[config.mk]
export PLATFORM = sky130hd
export DESIGN_NAME = alu_exec_unit
export DESIGN_NICKNAME = d
export VERILOG_FILES = /design/src/rtl/alu_exec_unit.sv
export SDC_FILE = /design/constraint.sdc
export NUM_CORES = 1
export LEC_CHECK = 0
export ABC_AREA = 1
export BUFFER_PORTS_ARGS = -buffer_cell sky130_fd_sc_hd__buf_2
export CAP_MARGIN = 40
export CORE_MARGIN = 1
export CORE_UTILIZATION = 45
export DETAILED_ROUTE_END_ITERATION = 8
export GPL_ROUTABILITY_DRIVEN = 1
export PLACE_DENSITY = 0.72
export SLEW_MARGIN = 20
export SYNTH_ARGS = -nofsm -noshare
export SYNTH_HDL_FRONTEND = slang
export SYNTH_SLANG_ARGS = --single-unit
[constraint.sdc]
create_clock -name clk -period 7.2 [get_ports clk]
set_input_delay 1.08 -clock clk [delete_from_list [all_inputs] [get_ports clk]]
set_output_delay 1.08 -clock clk [all_outputs]
set_load 0.05 [all_outputs]
[src/rtl/alu_exec_unit.sv]
// Multi-cycle execute unit: single-cycle ALU ops plus iterative signed mult/div
// writing the HI/LO pair, with a busy/done handshake towards the control FSM.
module alu_exec_unit #(
  parameter int unsigned WIDTH = 32
) (
  input  logic             clk,
  input  logic             reset,
  input  logic             start,
  input  logic [2:0]       selec,
  input  logic [WIDTH-1:0] a,
  input  logic [WIDTH-1:0] b,
  output logic             busy,
  output logic             done,
  output logic [WIDTH-1:0] result,
  output logic             zero,
  output logic [WIDTH-1:0] hi,
  output logic [WIDTH-1:0] lo
);

  typedef enum logic [1:0] {IDLE, MUL, DIV, FIX} state_t;

  state_t             state;
  logic [5:0]         cnt;
  logic [WIDTH-1:0]   acc;
  logic [WIDTH-1:0]   shreg;
  logic [WIDTH-1:0]   mb;
  logic               neg_q;
  logic               neg_r;
  logic               is_div;

  logic [WIDTH-1:0]   amag;
  logic [WIDTH-1:0]   bmag;
  logic [WIDTH-1:0]   alu_res;
  logic [WIDTH:0]     mul_sum;
  logic [WIDTH:0]     div_sh;
  logic               div_ge;
  logic [WIDTH-1:0]   div_sub;
  logic [2*WIDTH-1:0] prod;
  logic [2*WIDTH-1:0] prod_fix;
  logic [WIDTH-1:0]   quot;
  logic [WIDTH-1:0]   remd;

  assign amag = a[WIDTH-1] ? (~a + 1'b1) : a;
  assign bmag = b[WIDTH-1] ? (~b + 1'b1) : b;

  always_comb begin
    alu_res = '0;
    case (selec)
      3'd0:    alu_res = a + b;
      3'd1:    alu_res = a - b;
      3'd2:    alu_res = a | b;
      3'd3:    alu_res = a & b;
      3'd4:    alu_res = {{(WIDTH-1){1'b0}}, ($signed(a) < $signed(b))};
      default: alu_res = '0;
    endcase
  end

  // Multiply: acc holds the running upper half, shreg shifts the multiplier out
  // and the low product bits in. Divide: acc is the partial remainder, shreg
  // shifts dividend bits out and quotient bits in.
  assign mul_sum  = {1'b0, acc} + {1'b0, (shreg[0] ? mb : '0)};
  assign div_sh   = {acc, shreg[WIDTH-1]};
  assign div_ge   = (div_sh >= {1'b0, mb});
  assign div_sub  = div_sh[WIDTH-1:0] - mb;

  assign prod     = {acc, shreg};
  assign prod_fix = neg_q ? (~prod + 1'b1) : prod;
  assign quot     = neg_q ? (~shreg + 1'b1) : shreg;
  assign remd     = neg_r ? (~acc + 1'b1) : acc;

  always_ff @(posedge clk) begin
    if (reset) begin
      state  <= IDLE;
      cnt    <= '0;
      acc    <= '0;
      shreg  <= '0;
      mb     <= '0;
      neg_q  <= 1'b0;
      neg_r  <= 1'b0;
      is_div <= 1'b0;
      busy   <= 1'b0;
      done   <= 1'b0;
      result <= '0;
      zero   <= 1'b1;
      hi     <= '0;
      lo     <= '0;
    end else begin
      done <= 1'b0;
      case (state)
        IDLE: begin
          // busy still high here means this is the done cycle of a mult/div
          if (busy) begin
            busy <= 1'b0;
          end else if (start) begin
            case (selec)
              3'd5: begin
                state  <= MUL;
                busy   <= 1'b1;
                cnt    <= '0;
                acc    <= '0;
                shreg  <= bmag;
                mb     <= amag;
                neg_q  <= a[WIDTH-1] ^ b[WIDTH-1];
                is_div <= 1'b0;
              end
              3'd6: begin
                if (b == '0) begin
                  lo     <= '1;
                  hi     <= a;
                  result <= '1;
                  zero   <= 1'b0;
                  done   <= 1'b1;
                end else begin
                  state  <= DIV;
                  busy   <= 1'b1;
                  cnt    <= '0;
                  acc    <= '0;
                  shreg  <= amag;
                  mb     <= bmag;
                  neg_q  <= a[WIDTH-1] ^ b[WIDTH-1];
                  neg_r  <= a[WIDTH-1];
                  is_div <= 1'b1;
                end
              end
              3'd7: done <= 1'b1;
              default: begin
                result <= alu_res;
                zero   <= (alu_res == '0);
                done   <= 1'b1;
              end
            endcase
          end
        end
        MUL: begin
          acc   <= mul_sum[WIDTH:1];
          shreg <= {mul_sum[0], shreg[WIDTH-1:1]};
          cnt   <= cnt + 6'd1;
          if (cnt == 6'(WIDTH-1)) begin
            state <= FIX;
            cnt   <= '0;
          end
        end
        DIV: begin
          acc   <= div_ge ? div_sub : div_sh[WIDTH-1:0];
          shreg <= {shreg[WIDTH-2:0], div_ge};
          cnt   <= cnt + 6'd1;
          if (cnt == 6'(WIDTH-1)) begin
            state <= FIX;
            cnt   <= '0;
          end
        end
        FIX: begin
          if (is_div) begin
            lo     <= quot;
            hi     <= remd;
            result <= quot;
            zero   <= (quot == '0);
          end else begin
            hi     <= prod_fix[2*WIDTH-1:WIDTH];
            lo     <= prod_fix[WIDTH-1:0];
            result <= prod_fix[WIDTH-1:0];
            zero   <= (prod_fix[WIDTH-1:0] == '0);
          end
          done  <= 1'b1;
          state <= IDLE;
        end
        default: state <= IDLE;
      endcase
    end
  end

endmodule
==> impl_metrics.yaml <==
status:
  status: "completed"
layout:
  area_growth_syn_to_layout_pct: 8.14
  finalInstanceArea_um2: 26700
  fill_cells: 5913
  fin_nets: 4598
  instances_no_fill: 5054
  utilization_pct: 49.4
  drive_above_1_share_pct: 8.03
synth:
  ys_warn_count: 0
  syn_area_um2: 24700
  synth_edf_count: 0
  netlist_instances: 4299
  synthFlopType: "dfxtp_1"
  avgSynthCellArea_um2: 5.75
  syn_nets: 4559
  synth_seq_cells: 206
  ys_seq_area_share_pct: 16.7
  synth_cell_types: 66
  synth-async-reset-ratio_pct: 0
clocking:
  cts_tree: "done"
  post_cts_resized: 0
  post_cts_buffers: 0
  clock-sinks: 206
  cts_buffer_depth: 3
  cts_buffers: 25
  clockRootBuffer: "clkbuf_16"
  h-tree-depth: 1
  cts_hold_repair.buffers: 0
  clock_latency_ns: 0.57
  path_clk_slew_ns: 0.06
drt:
  wire_per_inst_um: 22.4
  first_iter_violations: 4048
  vias_per_cell: 5.94
  drc: 0
  routed_wl_mm: 113
  drt-pass1-iter-count: 8
  detail-route-antenna-nets: 0
  dr_total_vias: 30004
floorplan:
  io_pins: 169
  design.core.area_um2: 54000
  row_count: 85
  start_util_pct: 45.7
  dieWidth_um: 236
  die_h_um: 236
  die-area_um2: 55800
place:
  place_congestion: 1.10
  port_buffers: 168
  placed_cells: 5006
  dp_hpwl_mm: 90.3
  pre_cts_ws_ns: 2.80
  placed_area_um2: 25800
sta:
  setup_tns_ns: 0
  drv_slew: 0
  fin_ws_ns: 2.93
  max_freq_mhz: 234
  fin_crit_ns: 4.27
  skew_ns: 0.0224
  period_share_pct: 59.3
  whs_ns: 0.463
  slew_headroom_pct: 42.5
  rsz0062_at_grt: "false"
  worstMarginPinSlew_ns: 0.853
  setup_viol_count_final: 0
  finalHoldViolCount: 0
critical_path:
  r2r_start: "acc[7]"
  slowest_stage: "dfxtp_1"
  max_stage_delay_ns: 0.61
  crit_path_cell_trace: "ha_1 -> a21oi_1 -> o21ai_0 -> o21bai_2 -> nand3_2 -> o211ai_2 -> nand2_2 -> nand2_2 -> nand2_1 -> nand2_1 -> nand2_1 -> nand2_1 -> nand2_1 -> a21oi_1"
  reg2reg_depth: 14
  crit_fanout: 33
  critPathLaunchType: "flip-flop"
  endpoint_kind: "flip-flop"
  cp.required_ns: 7.64
  rrSetupSlack_ns: 2.93
  crit_type: "flip-flop to flip-flop"
  crit_arrival_ns: 4.71
  path_common_cell: "nand2_1"
  reg2reg_to: "acc[31]"
min_path:
  whs_endpoint: "hi[28]"
  min_from: "hi[28]"
  hold_path.class: "flip-flop to flip-flop"
  hold_depth: 2
global_routing:
  grt_pass1_vias: 27338
  track_usage_pct: 39.3
  antenna_found_initial: 3
  gr-total-overflow: 0
  grt_first_pass_wirelength_mm: 168
  grt_max_degree: 72
power:
  power.leakage_nw: 13.6
  vdd_drop_max_mv: 0.277
  finalPower_mw: 7.10
  powerDensity_nw_per_um2: 266
job:
  drv_cap: 0
-- layout make-up --
| type | count | area, um2 | share of cell area [%] |
|---|---|---|---|
| Timing Repair Buffer | 193 | 1120 | 4.18 |
| Tap cell | 696 | 871 | 3.26 |
| Clock inverter | 15 | 183 | 0.684 |
| Clock buffer | 31 | 688 | 2.58 |
| Multi-Input combinational cell | 3336 | 17600 | 65.8 |
| Inverter | 576 | 2160 | 8.10 |
| Antenna cell | 1 | 2.50 | 0.00937 |
| Sequential cell | 206 | 4120 | 15.4 |
-- routing by layer --
layer	global-route usage, %	vias up	part of all wire, %
met5	0	-	0.023
met4	28.3	4	8.5
met3	7.31	437	11
met2	59.1	1943	41
met1	50.3	13480	39
li1	-	14140	-
-- how the worst max path moves through the flow --
stage	endpoint	depth (start not counted)	slack (ns)	startpoint
3_5_place_dp	zero	21	2.80	a[2]
5_1_grt	acc[31]	14	2.80	acc[7]
6_report	acc[31]	14	2.93	acc[7]
2_1_floorplan	zero	19	4.04	a[31]
4_1_cts	acc[31]	14	3.21	acc[7]
3_3_place_gp	shreg[30]	15	2.39	b[31]
-- cells in the mapped netlist, types with 3 or more instances --
master	number	area [um2]
a211oi_1	6	45.0
a21boi_0	5	37.5
a21o_1	12	90.1
a21oi_1	377	1890
a21oi_2	6	52.6
a221oi_1	3	26.3
a31oi_1	29	181
and2_1	4	25.0
buf_1	9	33.8
buf_2	63	315
buf_4	11	82.6
buf_6	9	101
clkbuf_1	86	323
clkbuf_2	3	15.0
dfxtp_1	206	4120
fa_1	4	80.1
ha_1	186	2330
inv_1	554	2080
inv_2	19	71.3
nand2_1	1150	4320
nand2_2	13	81.3
nand3_1	338	1690
nand3_2	9	90.1
nand3b_1	18	135
nand4_1	60	375
nor2_1	421	1580
nor2_2	21	131
nor2_4	5	56.3
nor3_1	57	285
nor3_2	9	90.1
nor4_1	21	131
o2111ai_1	4	35.0
o211ai_1	45	338
o21a_1	5	37.5
o21ai_0	285	1430
o21ai_1	16	80.1
o21bai_1	17	128
o221ai_1	6	52.6
o22ai_1	39	244
o2bb2ai_1	5	43.8
o31ai_1	6	45.0
or2_2	11	68.8
xnor2_1	17	149
xor2_1	104	911
-- power by group --
part,internal (mW),switching [mW]
combinational,1.14,3.09
clock,0.795,0.576
sequential,1.31,0.188
-- placed cells by master, fill, tap and decap left out, drive strengths merged, types with 9 or more instances in the layout --
master,n
nand2,1164
inv,576
nor2,447
a21oi,384
nand3,347
o21ai,303
dfxtp,206
buf,193
ha,186
xor2,105
nor3,66
nand4,62
o211ai,46
o22ai,39
clkbuf,31
a31oi,29
nor4,23
nand3b,19
o21bai,18
xnor2,17
a21o,12
or2,11
clkinv,9
-- critical path, delay by kind of cell, from the launching register on --
family                   cells  cell delay, ns
AO/OA/AOI/OAI                5            1.13
AND/OR/NAND/NOR              8            1.98
adder cells (fa/ha/maj)      1            0.38
flip-flops                   1            0.61
-- flip-flops by register name, indices dropped and copies added, names as in the netlist, 2 cells and up --
| signal | flops |
|---|---|
| result | 32 |
| lo | 32 |
| state | 2 |
| hi | 32 |
| mb | 32 |
| acc | 32 |
| cnt | 6 |
| shreg | 32 |
-- cell families after synthesis --
kind of cell,Yosys count,synth area share (%)
compound gates,876,19.7
xor+xnor,122,4.36
fa+ha+maj,190,9.75
buf+inv,757,12.3
flops,206,16.7
simple gates,2148,37.2
Note: power is estimated with default switching activity, not from simulation.
